--- config.mk ---
export PLATFORM = sky130hd
export DESIGN_NAME = l2_scan_ctrl
export DESIGN_NICKNAME = d
export VERILOG_FILES = /design/src/rtl/l2_pkg.sv /design/src/rtl/l2_valid_pipe.sv /design/src/rtl/l2_scan_ctrl.sv
export SDC_FILE = /design/constraint.sdc
export NUM_CORES = 1
export LEC_CHECK = 0
export CAP_MARGIN = 15
export CORE_MARGIN = 3
export CORE_UTILIZATION = 37
export DETAILED_ROUTE_END_ITERATION = 7
export PLACE_DENSITY_LB_ADDON = 0.1
export RECOVER_POWER = 100
export SKIP_CTS_REPAIR_TIMING = 1
export SYNTH_ARGS = -nofsm -noshare
export SYNTH_HDL_FRONTEND = slang
export SYNTH_SLANG_ARGS = --single-unit
--- constraint.sdc ---
create_clock -name clk -period 16.5 [get_ports clk]
set_input_delay 3.3 -clock clk [delete_from_list [all_inputs] [get_ports clk]]
set_output_delay 3.3 -clock clk [all_outputs]
set_load 0.02 [all_outputs]
--- src/rtl/l2_pkg.sv ---
// Shared types and defaults for the layer-2 scan sequencer and its valid pipe.
package l2_pkg;

  localparam int CW_DEF     = 10;
  localparam int RD_LAT_DEF = 2;
  localparam int GW         = 9;

  typedef enum logic [2:0] {
    ST_IDLE,
    ST_INIT,
    ST_RUN,
    ST_DRAIN,
    ST_DONE
  } state_t;

  // Geometry sanity apart from the window-area limit, which depends on CW.
  function automatic logic geom_ok(
    input logic [GW-1:0] ht_sm,
    input logic [GW-1:0] wt_sm,
    input logic [GW-1:0] ht_lg,
    input logic [GW-1:0] wt_lg,
    input logic [GW-1:0] factor
  );
    return (ht_sm != '0) && (wt_sm != '0) && (factor != '0) &&
           (ht_sm <= ht_lg) && (wt_sm <= wt_lg);
  endfunction

endpackage

--- src/rtl/l2_valid_pipe.sv ---
// RD_LAT-deep {valid, win_last} shift register tracking BRAM read latency.
module l2_valid_pipe
  import l2_pkg::*;
#(
  parameter int RD_LAT = RD_LAT_DEF
) (
  input  logic clk,
  input  logic i_flush,
  input  logic i_adv,
  input  logic i_vld,
  input  logic i_last,
  output logic o_vld,
  output logic o_last,
  output logic o_empty
);

  logic [RD_LAT-1:0] r_vld;
  logic [RD_LAT-1:0] r_last;
  logic [RD_LAT-1:0] w_vld_in;
  logic [RD_LAT-1:0] w_last_in;

  assign w_vld_in[0]  = i_vld;
  assign w_last_in[0] = i_last;

  generate
    for (genvar gi = 1; gi < RD_LAT; gi++) begin : g_stage
      assign w_vld_in[gi]  = r_vld[gi-1];
      assign w_last_in[gi] = r_last[gi-1];
    end
  endgenerate

  // The pipe only moves together with the BRAM output register.
  always_ff @(posedge clk) begin
    if (i_flush) begin
      r_vld  <= '0;
      r_last <= '0;
    end else if (i_adv) begin
      r_vld  <= w_vld_in;
      r_last <= w_last_in;
    end
  end

  assign o_vld   = r_vld[RD_LAT-1];
  assign o_last  = r_last[RD_LAT-1];
  assign o_empty = ~|r_vld;

endmodule

--- src/rtl/l2_scan_ctrl.sv ---
// Sequencer for the layer-2 window address generator and the feature-map BRAM read path.
module l2_scan_ctrl
  import l2_pkg::*;
#(
  parameter int RD_LAT = RD_LAT_DEF,
  parameter int CW     = CW_DEF
) (
  input  logic          clk,
  input  logic          rst,
  input  logic          start,
  input  logic          abort,
  input  logic [8:0]    cfg_ht_sm,
  input  logic [8:0]    cfg_wt_sm,
  input  logic [8:0]    cfg_ht_lg,
  input  logic [8:0]    cfg_wt_lg,
  input  logic [8:0]    cfg_factor,
  output logic          agen_rst,
  output logic          agen_en,
  output logic [CW-1:0] count1,
  input  logic          agen_conv_done,
  output logic          mem_ce,
  output logic          out_valid,
  output logic          out_win_last,
  input  logic          out_ready,
  output logic          busy,
  output logic          done,
  output logic          err_cfg
);

  localparam logic [2*GW-1:0] AREA_MAX = (2*GW)'(2**CW);

  state_t          r_state;
  state_t          w_state_next;
  logic [CW-1:0]   r_count1;
  logic [CW-1:0]   r_limit1;
  logic            r_err_cfg;
  logic            r_flush;

  logic [2*GW-1:0] w_area;
  logic            w_cfg_ok;
  logic            w_live;
  logic            w_busy_st;
  logic            w_abort;
  logic            w_adv;
  logic            w_flush;
  logic            w_pipe_vld;
  logic            w_pipe_last;
  logic            w_pipe_empty;

  assign w_area    = {9'd0, cfg_ht_sm} * {9'd0, cfg_wt_sm};
  assign w_cfg_ok  = geom_ok(cfg_ht_sm, cfg_wt_sm, cfg_ht_lg, cfg_wt_lg, cfg_factor) &&
                     (w_area <= AREA_MAX);
  assign w_live    = !rst;
  assign w_busy_st = (r_state == ST_INIT) || (r_state == ST_RUN) || (r_state == ST_DRAIN);
  assign w_abort   = abort && w_busy_st;
  // A beat held at the output freezes the whole read path, generator included.
  assign w_adv     = !(w_pipe_vld && !out_ready);
  assign w_flush   = rst || w_abort || (r_state == ST_INIT);

  always_ff @(posedge clk) begin
    if (rst) begin
      r_state <= ST_IDLE;
    end else begin
      r_state <= w_state_next;
    end
  end

  always_comb begin
    w_state_next = r_state;
    agen_rst     = rst || r_flush;
    agen_en      = 1'b0;
    done         = 1'b0;
    unique case (r_state)
      ST_IDLE: begin
        if (start && w_cfg_ok) w_state_next = ST_INIT;
      end
      ST_INIT: begin
        agen_rst     = 1'b1;
        w_state_next = abort ? ST_IDLE : ST_RUN;
      end
      ST_RUN: begin
        agen_en = w_live && w_adv && !agen_conv_done;
        if (abort)               w_state_next = ST_IDLE;
        else if (agen_conv_done) w_state_next = ST_DRAIN;
      end
      ST_DRAIN: begin
        if (abort)             w_state_next = ST_IDLE;
        else if (w_pipe_empty) w_state_next = ST_DONE;
      end
      ST_DONE: begin
        done         = w_live;
        w_state_next = ST_IDLE;
      end
      default: w_state_next = ST_IDLE;
    endcase
  end

  always_ff @(posedge clk) begin
    if (rst) begin
      r_count1  <= '0;
      r_limit1  <= '0;
      r_err_cfg <= 1'b0;
      r_flush   <= 1'b1;
    end else begin
      r_err_cfg <= (r_state == ST_IDLE) && start && !w_cfg_ok;
      r_flush   <= w_abort;
      if ((r_state == ST_IDLE) && start && w_cfg_ok) begin
        r_limit1 <= CW'(w_area - 1'b1);
      end
      if ((r_state == ST_INIT) || w_abort) begin
        r_count1 <= '0;
      end else if (agen_en) begin
        r_count1 <= (r_count1 == r_limit1) ? '0 : r_count1 + 1'b1;
      end
    end
  end

  l2_valid_pipe #(
    .RD_LAT(RD_LAT)
  ) u_valid_pipe (
    .clk    (clk),
    .i_flush(w_flush),
    .i_adv  (w_adv),
    .i_vld  (agen_en),
    .i_last (agen_en && (r_count1 == r_limit1)),
    .o_vld  (w_pipe_vld),
    .o_last (w_pipe_last),
    .o_empty(w_pipe_empty)
  );

  assign out_valid    = w_live && w_pipe_vld;
  assign out_win_last = w_live && w_pipe_vld && w_pipe_last;
  assign mem_ce       = w_live && w_adv;
  assign busy         = w_live && w_busy_st;
  assign err_cfg      = w_live && r_err_cfg;
  assign count1       = w_live ? r_count1 : '0;

endmodule

==> reports/qor.csv, run 1 <==
metric,value,unit
synth_compound_gate_area_share,10.6,%
p_per_area,101,nW/um^2
yosysSeqAreaShare,11.9,%
start_kind,input port,
globalRouteMet1Util,23.9,%
hpwl,9.53,mm
syn-num-nets,770,
vdd_drop_max,0.0510,mV
yosysUniqueCellTypes,55,
wirelength,11.6,mm
track_usage,16.9,%
timing.final.ws_setup,6.68,ns
skew,0.00786,ns
die_h,121,um
hold_path.startpoint,u_valid_pipe.r_last[0],
syn2layout_area_growth,18.0,%
vias,4144,
whs,0.496,ns
tns,0,ns
h-tree-depth,2,
crit_buf_inv,3,
die_area,14600,um^2
vias_per_cell,5.00,
antenna_found_initial,0,
core-area,12800,um^2
max_cap_viol_count,0,
synth_edf_count,0,
ys_ff_latch,29,
path_class,input port to output pin,
nets,815,
gp_congestion,0.838,
p_leak,2.73,nW
clockBufferDepth,2,
end_kind,output pin,
netlist_area,4880,um^2
final_cell_area,5750,um^2
final_cell_mix,"inv_1 (101), nand2_1 (66), ha_1 (58)",
hold_viol_final,0,
final_common_cell,inv_1,
rsz0062_at_grt,false,
relSlewSlack,5.31,%
drt_iter0_markers,192,
combPwrFrac,72.5,%
grt_use_met3,1.96,%
yosysWarnings,0,
clk-insertion-delay-late,0.28,ns
rr_worst_depth,8,
die_w,121,um
grt.met2_usage,28.3,%
p_seq_share,12.3,%
r2r-end,r_count1[9],
ys.flop_type,dfxtp_1,
status,finished clean,
rows,41,
worstReg2RegStart,r_state[0],
period_minus_slack,9.82,ns
gr-max-usage-layer,met2,
hold_depth,2,
synth_xor_area_share,6.29,%
yosys.area_share.adder,35.4,%
power.switching,277,uW
cts-root-buf,clkbuf_16,
boundaryPins,69,
maxSlewViolCount,0,
drc_errors,0,
antennaDiodeCount,0,
max_stage_delay,1.32,ns
synth.area.mux_share,0.821,%
initial_core_util,38.2,%
synth_top_family_by_area,adder cells,
cpMaxStageDelayCell,nor4_1,
wl_per_cell,14.0,um
reg2reg_slack,13.70,ns
clk_pin_slew,0.05,ns
hold_end,u_valid_pipe.r_last[0],
cts.sinks,29,
syn_inst,611,
cts_tree,done,
critPathArrivalTime,6.52,ns
fmax,102,MHz
hp-class,flop to flop,
grt_pass1_vias,4260,
ant_nets,0,
cts_buffers,5,
crit_top_cell,dlygate4sd3_1,
dpl_cell_area,5640,um^2
crit_cells,4,
intPower,305,uW
grt_overflow_total,0,
io_buffers,68,
place_ws,7.42,ns
dr.pass1.iters,4,
p_sw_share,47.6,%
clockPowerShare,15.2,%
yosys.area_share.simple,24.4,%
tightest_slew,1.42,ns
period_share,59.5,%
grt_max_degree,33,
grt_pass1_wl,20.3,mm
drive_above_1_share,2.13,%
required,13.20,ns
synth.avg_cell_area,7.98,um^2
path_max_fanout,32,
async_flop_share,0,%
crit_family,buffers and inverters,
crit_chain,"dlygate4sd3_1, clkbuf_1, nor4_1, dlygate4sd3_1",
setup_viol_count_final,0,
==> logic make-up after synthesis <==
family | after synthesis
flops | 29
buf+inv | 132
fa+ha+maj | 108
mux | 4
simple gates | 227
xor+xnor | 35
compound gates | 76
==> worst reg2reg max path: cells and delay by family, from the launching register on <==
kind	cells	cell delay [ns]
simple gates	7	2.20
flops	1	0.37
compound gates	1	0.14
==> worst max path at each step <==
stage	start	endpoint	slack [ns]
floorplan	cfg_wt_sm[2]	r_limit1[6]	8.42
global placement	cfg_wt_sm[8]	r_limit1[0]	7.51
detailed placement	cfg_ht_sm[3]	r_state[0]	7.42
CTS	cfg_ht_sm[3]	r_state[0]	7.67
global route	cfg_ht_sm[3]	r_limit1[8]	6.07
finish	rst	agen_en	6.68
==> layer usage <==
layer	routed length, um	part of all wire [%]
met1	5540	48
met5	0	0
met4	59	0.51
met3	365	3.1
met2	5650	49
==> metrics by stage <==
stage               total power [mW]  std cells  util, %
global placement               0.496        821     44.2
global route                   0.655        829     45.0
CTS                            0.592        829     45.3
floorplan                      0.414        611        -
finish                         0.582        829     45.0
detailed placement             0.498        821     44.2
==> cell usage after synthesis (3+ instances only) <==
| cell type | count | area, um^2 |
|---|---|---|
| a31oi_1 | 12 | 75.1 |
| nand2b_1 | 5 | 31.3 |
| dfxtp_1 | 29 | 581 |
| nor3b_1 | 3 | 22.5 |
| a21o_1 | 3 | 22.5 |
| xnor2_1 | 16 | 140 |
| o21ai_0 | 10 | 50.1 |
| and2_1 | 37 | 231 |
| nor2b_1 | 17 | 106 |
| o21bai_1 | 5 | 37.5 |
| a21oi_1 | 13 | 65.1 |
| nor4_1 | 10 | 62.6 |
| nand3_1 | 13 | 65.1 |
| nor3_1 | 12 | 60.1 |
| and3_1 | 3 | 18.8 |
| xor2_1 | 19 | 166 |
| ha_1 | 58 | 726 |
| nand4_1 | 5 | 31.3 |
| clkbuf_1 | 27 | 101 |
| a211oi_1 | 12 | 90.1 |
| mux2i_1 | 4 | 40.0 |
| fa_1 | 50 | 1000 |
| nand2_1 | 66 | 248 |
| a311oi_1 | 4 | 35.0 |
| inv_1 | 101 | 379 |
| o211ai_1 | 4 | 30.0 |
| nor2_1 | 40 | 150 |
==> final cells by class <==
type	instances	area, um^2
Sequential cell	29	581
Fill cell	1290	7020
Clock buffer	5	125
Inverter	101	379
Clock inverter	3	17.5
Timing Repair Buffer	69	684
Multi-Input combinational cell	450	3750
Tap cell	172	215
==> power by group through the flow <==
| stage | clock network, mW | logic [mW] | registers [mW] |
|---|---|---|---|
| after floorplan | 0 | 0.341 | 0.0731 |
| after global placement | 0 | 0.423 | 0.0734 |
| after detailed placement | 0 | 0.425 | 0.0733 |
| after CTS | 0.0907 | 0.429 | 0.0718 |
| after global routing | 0.0941 | 0.489 | 0.0719 |
| final | 0.0882 | 0.422 | 0.0719 |
==> registers in the layout (all words and copies together) (netlist names) <==
register             cells
u_valid_pipe.r_vld       2
r_state                  3
r_err_cfg                1
r_flush                  1
r_limit1                10
r_count1                10
u_valid_pipe.r_last      2
Note: power is estimated with default switching activity, not from simulation.
==> run 2: changes to the inputs <==
Clock period 16.5 ns to 8 ns, I/O delays scaled along.
==> run 2 against run 1 <==
  * Register-to-register slack got worse by 8.4 ns
  * Combinational power increased by 110%
  * Sequential power increased by 110%
  * Via count increased by 1.3%
  * Clock-buffer cell count increased by 2
  * Sequential share of layout area decreased by 0.096 points
  * Critical path type is now input port to flop
  * Largest power group unchanged
==> reports/qor.csv, run 2 (same netlist as run 1, synthesis figures left out) <==
metric,value,unit,change
io_buffers,68,,unchanged
critPathArrivalTime,7.51,ns,was 6.52 ns
final_cell_area,5810,um^2,was 5750 um^2
p_leak,2.75,nW,was 2.73 nW
startpoint,cfg_ht_sm[3],,was rst
hold_viol_final,0,,unchanged
vdd_drop_max,0.0939,mV,was 0.0510 mV
path_class,input port to flop,,was input port to output pin
gp_congestion,0.789,,was 0.838
grt_pass1_wl,20.2,mm,was 20.3 mm
wl_per_cell,13.9,um,was 14.0 um
end_kind,flop,,was output pin
grt_max_degree,33,,unchanged
h-tree-depth,2,,unchanged
period_share,91.9,%,
start_kind,input port,,unchanged
clk-insertion-delay-late,0.27,ns,was 0.28 ns
cts_buffers,5,,unchanged
cts_tree,done,,unchanged
hold_path.startpoint,u_valid_pipe.r_last[0],,unchanged
period_minus_slack,7.35,ns,
fillCellCount,1288,,was 1290
skew,0.00398,ns,was 0.00786 ns
antenna_found_initial,0,,unchanged
drt_iter0_markers,216,,was 192
status,finished clean,,unchanged
clockBufferDepth,2,,unchanged
boundaryPins,69,,unchanged
rows,41,,unchanged
reg_top3,"r_count1 x10, r_limit1 x10, r_state x3",,unchanged
final_common_cell,inv_1,,unchanged
grt.met2_usage,27.9,%,was 28.3%
setup_viol_count_final,0,,unchanged
hp-class,flop to flop,,unchanged
drc_errors,0,,unchanged
ant_nets,0,,unchanged
reg2reg_slack,5.26,ns,was 13.70 ns
maxSlewViolCount,0,,unchanged
p_per_area,216,nW/um^2,was 101 nW/um^2
required,8.16,ns,was 13.20 ns
die_h,121,um,unchanged
wirelength,11.6,mm,about the same
syn2layout_area_growth,19.1,%,was 18.0%
relSlewSlack,11.1,%,was 5.31%
fmax,136,MHz,
path_max_fanout,11,,was 32
tightest_slew,1.33,ns,was 1.42 ns
antennaDiodeCount,0,,unchanged
hpwl,9.48,mm,was 9.53 mm
nets,816,,was 815
grt_use_met3,2.34,%,was 1.96%
drive_above_1_share,2.43,%,was 2.13%
dr.pass1.iters,5,,was 4
gr-max-usage-layer,met2,,unchanged
die_w,121,um,unchanged
rsz0062_at_grt,false,,unchanged
clk_pin_slew,0.05,ns,about the same
dpl_cell_area,5650,um^2,was 5640 um^2
cts.sinks,29,,unchanged
max_cap_viol_count,0,,unchanged
initial_core_util,38.2,%,unchanged
track_usage,16.8,%,was 16.9%
vias,4199,,was 4144
final_cell_mix,"inv_1 (101), nand2_1 (66), ha_1 (58)",,unchanged
worstReg2RegStart,r_state[0],,unchanged
tns,0,ns,unchanged
vias_per_cell,5.06,,was 5.00
cts-root-buf,clkbuf_16,,unchanged
grt_pass1_vias,4249,,was 4260
grt_overflow_total,0,,unchanged
die_area,14600,um^2,unchanged
core-area,12800,um^2,unchanged
globalRouteMet1Util,23.7,%,was 23.9%
[run 2: path summary, 6_finish.rpt]
kind,endpoint,depth (start not counted)
worst min-delay path,u_valid_pipe.r_last[0],2
worst min register to register,u_valid_pipe.r_last[0],2
worst max register to register,r_count1[9],8
worst max-delay path,r_state[0],19
[run 2: area by class of cell]
type	instances	area (um^2)	share of cell area, %
clock buffer	7	143	2.46
clock inverter	1	30.0	0.517
inverter	101	379	6.53
multi-input combinational	450	3770	64.9
sequential	29	581	10.0
tap	172	215	3.71
timing repair buffer	70	692	11.9
[run 2: stage by stage]
stage                     power, mW  hold WS [ns]  std cells  worst slack [ns]  util [%]
after floorplan               0.855         0.436        611              1.62         -
after global placement         1.02         0.448        822             0.586      44.2
after detailed placement       1.03         0.460        822             0.474      44.2
after CTS                      1.26         0.499        830             0.744      45.6
after global routing           1.40         0.535        830             0.293      45.5
final                          1.25         0.489        830             0.650      45.5
[run 2: power breakdown]
part,switching [mW],internal (mW)
logic,0.516,0.371
registers,0.00136,0.147
clock network,0.0624,0.155
total,0.580,0.673
[run 2: critical path, stage by stage]
cell	delay [ns]
dlygate4sd3_1	0.74
and2_0	0.28
fa_1	0.54
inv_1	0.05
fa_1	0.48
inv_1	0.06
fa_1	0.52
inv_1	0.05
fa_1	0.52
inv_1	0.04
ha_1	0.39
o211ai_1	0.12
o21ai_1	0.41
o21ai_0	0.19
nor3_1	0.20
nor4b_2	0.35
and4b_1	0.47
nand3_1	0.18
a221oi_1	0.30
[run 2: layer usage]
layer,routed length (um),share of wire [%]
met4,125,1.1
met1,5560,48
met2,5500,48
met3,389,3.4
met5,0,0
